`config.mk`:
```
export PLATFORM = sky130hd
export DESIGN_NAME = key_scan4
export DESIGN_NICKNAME = d
export VERILOG_FILES = /design/src/rtl/key_scan4.sv
export SDC_FILE = /design/constraint.sdc
export NUM_CORES = 1
export LEC_CHECK = 0
export CAP_MARGIN = 15
export CORE_UTILIZATION = 40
export CTS_BUF_LIST = sky130_fd_sc_hd__clkbuf_2
export CTS_CLUSTER_SIZE = 10
export DETAILED_ROUTE_END_ITERATION = 8
export SLEW_MARGIN = 5
export SYNTH_ARGS = -nofsm -noshare
export SYNTH_HDL_FRONTEND = slang
export SYNTH_SLANG_ARGS = --single-unit
```
`constraint.sdc`:
```
create_clock -name clk -period 13.15 [get_ports clk]
set_input_delay 2.63 -clock clk [delete_from_list [all_inputs] [get_ports clk]]
set_output_delay 2.63 -clock clk [all_outputs]
set_load 0.02 [all_outputs]
```
`src/rtl/key_scan4.sv`:
```
// 4x4 keypad scanner: drives one active-low column at a time, samples the
// rows and accepts a key only after whole-frame press/release debouncing.
module key_scan4 #(
    parameter int SCAN_DIV        = 100000,
    parameter int DEBOUNCE_FRAMES = 20
) (
    input  logic       clk,
    input  logic       rst,
    input  logic [3:0] row_in,
    output logic [3:0] col_out,
    output logic [3:0] key_code,
    output logic       key_valid,
    output logic       key_held
);

    localparam int DW = $clog2(SCAN_DIV);
    localparam int CW = $clog2(DEBOUNCE_FRAMES + 1);

    localparam logic [DW-1:0] DIV_LAST  = DW'(SCAN_DIV - 1);
    localparam logic [CW-1:0] CNT_DONE  = CW'(DEBOUNCE_FRAMES);
    localparam logic [CW-1:0] CNT_ONE   = CW'(1);
    localparam bit            ONE_FRAME = (DEBOUNCE_FRAMES == 1);

    typedef enum logic [1:0] {
        IDLE,
        DEB_PRESS,
        PRESSED,
        DEB_REL
    } state_t;

    logic [3:0]    row_meta_q;
    logic [3:0]    row_sync_q;

    logic [DW-1:0] div_q;
    logic [DW-1:0] div_d;
    logic [1:0]    col_idx_q;
    logic [1:0]    col_idx_d;
    logic          sample;
    logic          frame_end;

    logic [2:0]    col_zeros;
    logic [1:0]    col_row;
    logic [2:0]    zsum;
    logic [1:0]    ztot;
    logic [3:0]    code_now;
    logic [1:0]    zcnt_q;
    logic [1:0]    zcnt_d;
    logic [3:0]    zcode_q;
    logic [3:0]    zcode_d;

    logic          res_single;
    logic          res_match;

    state_t        state_q;
    state_t        state_d;
    logic [CW-1:0] cnt_q;
    logic [CW-1:0] cnt_d;
    logic [CW-1:0] cnt_inc;
    logic [3:0]    cand_q;
    logic [3:0]    cand_d;
    logic [3:0]    key_code_q;
    logic [3:0]    key_code_d;
    logic          key_valid_q;
    logic          key_valid_d;
    logic          key_held_q;
    logic          key_held_d;

    always_ff @(posedge clk or negedge rst) begin
        if (!rst) begin
            row_meta_q <= 4'b1111;
            row_sync_q <= 4'b1111;
        end else begin
            row_meta_q <= row_in;
            row_sync_q <= row_meta_q;
        end
    end

    // Rows are read at the last divider count so the column has had the
    // whole slot (minus sync latency) to settle.
    assign sample    = (div_q == DIV_LAST);
    assign frame_end = sample && (col_idx_q == 2'd3);

    always_comb begin
        div_d     = sample ? '0 : div_q + 1'b1;
        col_idx_d = sample ? col_idx_q + 2'd1 : col_idx_q;
    end

    always_ff @(posedge clk or negedge rst) begin
        if (!rst) begin
            div_q     <= '0;
            col_idx_q <= '0;
        end else begin
            div_q     <= div_d;
            col_idx_q <= col_idx_d;
        end
    end

    assign col_out = ~(4'b0001 << col_idx_q);

    always_comb begin
        col_zeros = '0;
        col_row   = '0;
        for (int r = 3; r >= 0; r--) begin
            if (!row_sync_q[r]) begin
                col_zeros = col_zeros + 3'd1;
                col_row   = 2'(r);
            end
        end
    end

    // Zero count saturates at 2: only none/one/many matter.
    always_comb begin
        zsum     = {1'b0, zcnt_q} + col_zeros;
        ztot     = (zsum >= 3'd2) ? 2'd2 : zsum[1:0];
        code_now = (col_zeros == 3'd1) ? {col_idx_q, col_row} : zcode_q;
        zcnt_d   = zcnt_q;
        zcode_d  = zcode_q;
        if (sample) begin
            if (frame_end) begin
                zcnt_d  = '0;
                zcode_d = '0;
            end else begin
                zcnt_d  = ztot;
                zcode_d = code_now;
            end
        end
    end

    always_ff @(posedge clk or negedge rst) begin
        if (!rst) begin
            zcnt_q  <= '0;
            zcode_q <= '0;
        end else begin
            zcnt_q  <= zcnt_d;
            zcode_q <= zcode_d;
        end
    end

    assign res_single = (ztot == 2'd1);
    assign res_match  = res_single && (code_now == key_code_q);
    assign cnt_inc    = (cnt_q == CNT_DONE) ? cnt_q : cnt_q + 1'b1;

    always_ff @(posedge clk or negedge rst) begin
        if (!rst) begin
            state_q     <= IDLE;
            cnt_q       <= '0;
            cand_q      <= '0;
            key_code_q  <= '0;
            key_valid_q <= 1'b0;
            key_held_q  <= 1'b0;
        end else begin
            state_q     <= state_d;
            cnt_q       <= cnt_d;
            cand_q      <= cand_d;
            key_code_q  <= key_code_d;
            key_valid_q <= key_valid_d;
            key_held_q  <= key_held_d;
        end
    end

    always_comb begin
        state_d     = state_q;
        cnt_d       = cnt_q;
        cand_d      = cand_q;
        key_code_d  = key_code_q;
        key_valid_d = 1'b0;
        key_held_d  = key_held_q;
        if (frame_end) begin
            unique case (state_q)
                IDLE: begin
                    if (res_single) begin
                        cand_d = code_now;
                        if (ONE_FRAME) begin
                            state_d     = PRESSED;
                            cnt_d       = '0;
                            key_code_d  = code_now;
                            key_valid_d = 1'b1;
                            key_held_d  = 1'b1;
                        end else begin
                            state_d = DEB_PRESS;
                            cnt_d   = CNT_ONE;
                        end
                    end
                end
                DEB_PRESS: begin
                    if (res_single && (code_now == cand_q)) begin
                        cnt_d = cnt_inc;
                        if (cnt_inc == CNT_DONE) begin
                            state_d     = PRESSED;
                            cnt_d       = '0;
                            key_code_d  = cand_q;
                            key_valid_d = 1'b1;
                            key_held_d  = 1'b1;
                        end
                    end else begin
                        state_d = IDLE;
                        cnt_d   = '0;
                    end
                end
                PRESSED: begin
                    if (!res_match) begin
                        if (ONE_FRAME) begin
                            state_d    = IDLE;
                            cnt_d      = '0;
                            key_held_d = 1'b0;
                        end else begin
                            state_d = DEB_REL;
                            cnt_d   = CNT_ONE;
                        end
                    end
                end
                DEB_REL: begin
                    if (res_match) begin
                        state_d = PRESSED;
                        cnt_d   = '0;
                    end else begin
                        cnt_d = cnt_inc;
                        if (cnt_inc == CNT_DONE) begin
                            state_d    = IDLE;
                            cnt_d      = '0;
                            key_held_d = 1'b0;
                        end
                    end
                end
                default: begin
                    state_d = IDLE;
                    cnt_d   = '0;
                end
            endcase
        end
    end

    assign key_code  = key_code_q;
    assign key_valid = key_valid_q;
    assign key_held  = key_held_q;

endmodule

```
---- Word level (Yosys, flattened, before mapping) ----
Index checks and enable logic that the tools add are counted.
operators by class
  shift-type cells ........................ 1
  equal/unequal tests ..................... 19
  order comparisons ....................... 1
  add/subtract/negate cells ............... 7
  multiplexer cells ....................... 36
  multipliers ............................. 0
  divide/modulo/power cells ............... 0
  bitwise gates (word level) .............. 1
  reduce and logical (&&, ||, !) cells .... 10
operator list
  operator                                          count
  two-way mux 5 bit                                 6
  two-way mux 2 bit                                 13
  one-hot mux 5 bit (4 select lines)                1
  adder 17 x 1 -> 17 bit (second input constant)    1
  == test 17 bit (second input constant)            1
  two-way mux 17 bit                                1
  != test 2 bit (second input constant)             6
  == test 5 bit (second input constant)             2
  two-way mux 1 bit                                 9
  == test 4 bit                                     2
  two-way mux 4 bit                                 2
  one-hot mux 2 bit (4 select lines)                1
  adder 3 x 1 -> 3 bit (second input constant)      2
  == test 2 bit (second input constant)             3
  two-way mux 3 bit                                 2
  != test 3 bit (second input constant)             2
  AND reduction 3 bit                               2
  AND reduction 6 bit                               1
  adder 5 x 1 -> 5 bit (second input constant)      1
  AND reduction 5 bit                               1
  == test 2 x 1 -> 1 bit (second input constant)    2
  inverter 4 bit                                    1
  AND reduction 4 bit                               1
  << shifter 1 x 2 -> 4 bit (first input constant)  1
  9 further kinds                                   11
word-level totals
  logic and storage cells ................. 87
  memories ................................ 0
  input port bits ......................... 6
  output and inout bits ................... 10
  RAM bits ................................ 0
  bits in read-only memories .............. 0
  latch bits .............................. 0
  bits in registers ....................... 50

---- Logic depth before layout (Yosys ltp) ----
  word-level depth ........................ 15
  mapped depth ............................ 16
  mapped depth without buffers ............ 16

---- Worst setup path after synthesis ----
No wires, ideal clock.
  path type ............................... register -> register
  start ................................... reg row_sync_q[2]
  end ..................................... reg key_code_q[0], in the netlist key_code[0]
  required time ........................... 13022 ps
  slack ................................... 9022 ps
  period minus slack after synthesis ...... 4128 ps
  cell stages (with the launch flop) ...... 16
  buffers on the path ..................... 1
  library setup time ...................... 128 ps
  data arrival time ....................... 4000 ps
  cell sequence ........................... dfstp_2 -> inv_1 -> ha_1 -> buf_2 -> xnor2_1 -> ha_1 -> and2b_1 -> a31oi_2 -> inv_1 -> fa_1 -> xnor3_1 -> nor3b_2 -> nor3b_1 -> and4b_1 -> nand4b_4 -> mux2_1
between the ends
  word-level cells in the longest chain between the ends .. 11
  elaborated cells on any way between the ends .. 17
  classes of those cells .................. 3 x add/sub; 1 x order compare; 3 x eq/ne; 8 x mux; 2 x reduce/logical
ends and longest elaborated chain
  what                                        RTL line  source
  start: declaration                          32        logic [3:0] row_sync_q;
  start signal: assignment                    74        row_sync_q <= row_meta_q;
  two-way mux 2 bit                           104       if (!row_sync_q[r]) begin
  adder 3 x 1 -> 3 bit                        105       col_zeros = col_zeros + 3'd1;
  two-way mux 3 bit                           104
  adder 3 x 1 -> 3 bit                        105
  two-way mux 3 bit                           104
  adder 2 x 3 -> 3 bit                        113       zsum = {1'b0, zcnt_q} + col_zeros;
  greater-or-equal comparator 3 x 2 -> 1 bit  114       ztot = (zsum >= 3'd2) ? 2'd2 : zsum[1:0];
  two-way mux 2 bit                           114
  == test 2 x 1 -> 1 bit                      139       assign res_single = (ztot == 2'd1);
  logical AND 1 bit (*)                       186       if (res_single && (code_now == cand_q)) begin
  AND reduction 4 bit (no source line) (*)    n/a
  end signal: assignment                      155       key_code_q <= key_code_d;
  end: declaration                            61        logic [3:0] key_code_q;
Every way passes the cells marked *; elsewhere a longest branch is shown, timed or not.
A chain may end at the register's enable or synchronous reset.

---- Final worst setup path ----
  start ................................... reg col_idx_q[1]
  end ..................................... out col_out[3]
between the ends
  word-level cells in the longest chain between the ends .. 2
ends and longest elaborated chain
  what                       RTL line  source
  start: declaration         36        logic [1:0] col_idx_q;
  start signal: assignment   94        col_idx_q <= col_idx_d;
  << shifter 1 x 2 -> 4 bit  98        assign col_out = ~(4'b0001 << col_idx_q);
  inverter 4 bit             98
  end: declaration           10        output logic [3:0] col_out,
Every way passes these cells.

==> metrics.md <==
| Metric | Value |
|---|---|
| Status | `complete, no violations` |
| Max Clock Skew | `approximately 0.033 ns` |
| Total track usage | `16.08%` |
| First-pass GRT wire length | `9.466 mm` |
| Routed vias | `2126` |
| Post-synthesis compound-gate area fraction | `14.42%` |
| Initial Utilization | `42.23%` |
| Hold Crit Depth | `0` |
| PortBufs | `15` |
| Reg clk slew, reported paths | `0.23 ns` |
| Synth top area share | `a little over a third` |
| Max layer used | `met4` |
| Slew headroom | `between 50% and 60%` |
| Peak VDD IR | `0.00004557 V` |
| Hold Path End | `row_sync_q[1]` |
| Fin crit period | `roughly 4.7 ns` |
| Asr flop ratio synth | `100.0%` |
| Crit Reg-Reg Startpoint | `row_sync_q[2]` |
| Mux share of post-synthesis cell area | `3.328%` |
| Fmax | `about 0.21 GHz` |
| Final nets | `~330` |
| Synth unique cells | `67` |
| Most used flip-flop cell after synthesis | `dfrtp_1` |
| Main area contributors after synthesis | `dfrtp_1, dfstp_2, ha_1` |
| Cell depth of the worst flop-to-flop path | `14` |
| Met2 WL | `2.512 mm` |
| Final setup viols | `0` |
| Post-CTS setup buffer count | `0` |
| Die Y | `a little under 90 µm` |
| Worst Path Required | `about 11 ns` |
| Syn nets | `between 300 and 400` |
| Hold path start | `row_meta_q[1]` |
| Largest family of logic cells by synthesized area | `simple AND/OR/NAND/NOR gates` |
| R2R Setup Slk | `around 8.7 ns` |
| Top Ports | `16` |
| Routability cong. | `approximately 0.8` |
| FF+latch count, synth | `50` |
| Reg2reg end | `key_code[3]` |
| CTS root buffer | `clkbuf_2` |
| DP HPWL | `3.937 mm` |
| Simple-gate share of the synthesized area | `about 21%` |
| Seq/Total Area, Yosys | `43.00%` |
| Initial antenna violation count | `0` |
| CP Data Arrival Time | `2.03 ns` |
| Slew @ Worst Pin | `0.6255 ns` |
| Adder-Cell Fraction of Synth Area | `between 5 and 6%` |
| Final WL | `5.495 mm` |
| # DRC | `0` |
| Worst skew pair latency | `0.44 ns` |
| Total power | `248.0 µW` |
| Max Cap Violations | `0` |
| Tcrit/Tclk final | `35.45%` |
| Cell Area, Synth | `2933 µm²` |
| WL/cell | `13.60 µm` |
| Yosys top cell by area | `dfrtp_1` |
| Grt ovf | `0` |
| PwrDens | `between 70 and 80 nW/µm²` |
| Ant diodes | `0` |
| Die area | `7678 µm²` |
| Post-route ant nets | `0` |
| Met3 wire length | `just over 200 µm` |
| Initial drt markers | `86` |
| CTS tree | `built` |
| Clock Path Buffers | `2` |
| HP Class | `reg2reg` |
| Fraction of layout cells with a size suffix above 1 | `11.69%` |
| Clock buffer count from CTS | `5` |
| P&R area growth vs syn | `9.727%` |
| Die Width | `87.63 µm` |
| Slew Limit Fails | `0` |
| Synth warn | `0` |
| DR vias/cell | `5.262` |
| CP Launch Type | `flop` |
| LEAKAGE | `0.001439 µW` |
| Vias in the first global route | `2016` |
| Row count | `30` |
| Core footprint | `a little under 7000 µm²` |
| First drt pass iteration count | `4` |
| Synth Area in XOR/XNOR | `7.935%` |
| Total clock sinks | `50` |
| RSZ-0062 raised after global routing | `false` |
| Largest net degree at the start of global routing | `51` |
| Setup CP Type | `reg2out` |
| Synth Area per Inst | `just over 10 µm²` |
| Htree depth | `2` |
| Cell count after synthesis | `around 290` |
| CP Capture Type | `output port` |
| Post-CTS Hold Buffers | `0` |
| EDFF count, synth | `0` |
| Post-cts sizing count | `0` |
| Wl on met1 | `around 2.7 mm` |
| Setup tns final | `0 ns` |
| Crit path max fanout | `9` |
| Hold Vio Cnt, Final | `0` |
cell type report:
class,instances,area [µm²]
Sequential cell,50,1261
Multi-Input combinational cell,210,1551
Tap cell,96,120.1
Clock inverter,2,8.758
Clock buffer,6,30.03
Inverter,23,86.33
Timing Repair Buffer,17,160.2
Fill cell,663,3726
cell usage in the layout, fill, tap and decap left out, types with 5 or more instances in the layout:
master	instances
nand3_1	15
nand2_1	18
o21ai_0	8
ha_1	12
clkdlybuf4s50_1	14
dfstp_2	8
xor2_1	11
clkbuf_2	6
and3_1	10
inv_1	22
a21oi_1	7
nand2b_1	7
nor2_1	20
dfrtp_1	42
mux2_1	5
xnor2_1	13
worst max-delay path by stage:
stage	to	cells after the start	startpoint	slack [ns]
CTS	col_out[3]	3	col_idx_q[1]	8.46
global placement	key_code[0]	14	row_sync_q[2]	8.80
global route	key_code[1]	14	row_sync_q[2]	8.26
finish	col_out[3]	3	col_idx_q[1]	8.49
detailed placement	key_code[3]	14	row_sync_q[2]	8.64
floorplan	key_code[0]	15	row_sync_q[2]	9.02
where the power goes:
group | internal (µW) | switching [µW]
clock | 13.1 | 46.8
combinational | 11.6 | 18.7
sequential | 156 | 1.47
cell families after synthesis:
| family | Yosys count |
|---|---|
| muxes | 9 |
| DFF | 50 |
| AOI/OAI and AO/OA | 54 |
| and+or+nand+nor | 109 |
| adders and majority gates | 13 |
| xor gates and xnor gates | 25 |
| buffers and inverters | 31 |
synth_stat cells, types with 3 or more instances:
cell type and instances:
dfrtp_1 42, inv_1 22, nor2_1 20, nand2_1 18, nand3_1 15, xnor2_1 13, ha_1 12, xor2_1 11
and3_1 10, dfstp_2 8, o21ai_0 8, a21oi_1 7, nand2b_1 7, clkbuf_1 5, mux2_1 5, a22oi_1 4
and2_1 4, nand3b_1 4, nand4_1 4, nor3_1 4, o21ai_1 4, o22ai_1 4, a21o_1 3, buf_2 3
mux2i_1 3, nor2b_1 3
registers in the layout (all words and copies together), names as in the netlist:
register	cells
state_q	2
key_code	4
row_sync_q	4
div_q	17
row_meta_q	4
col_idx_q	2
zcode_q	4
cnt_q	5
key_held	1
zcnt_q	2
key_valid	1
cand_q	4
worst max-delay path, stage by stage, from the launching register on:
cell and delay (ns):
dfrtp_1 0.53, ha_1 0.40, inv_1 0.13, clkdlybuf4s50_1 0.55
layer usage:
metal	vias to the layer above	track usage [%]
li1	1055	-
met1	1030	21.12
met2	31	26.07
met3	10	3.487
met4	0	6.110
met5	-	0
metrics by stage:
stage | worst slack (ns) | hold slack, ns | area [µm²] | std cells | utilization, %
floorplan | 9.022 | 0.3452 | 2933 | 291 | -
global placement | 8.796 | 0.3461 | 3179 | 396 | 45.78
detailed placement | 8.642 | 0.3472 | 3179 | 396 | 45.78
CTS | 8.456 | 0.3734 | 3218 | 404 | 46.34
global route | 8.256 | 0.3803 | 3218 | 404 | 46.34
finish | 8.488 | 0.3707 | 3218 | 404 | 46.34
No activity file was read; power rests on OpenSTA's default activity.
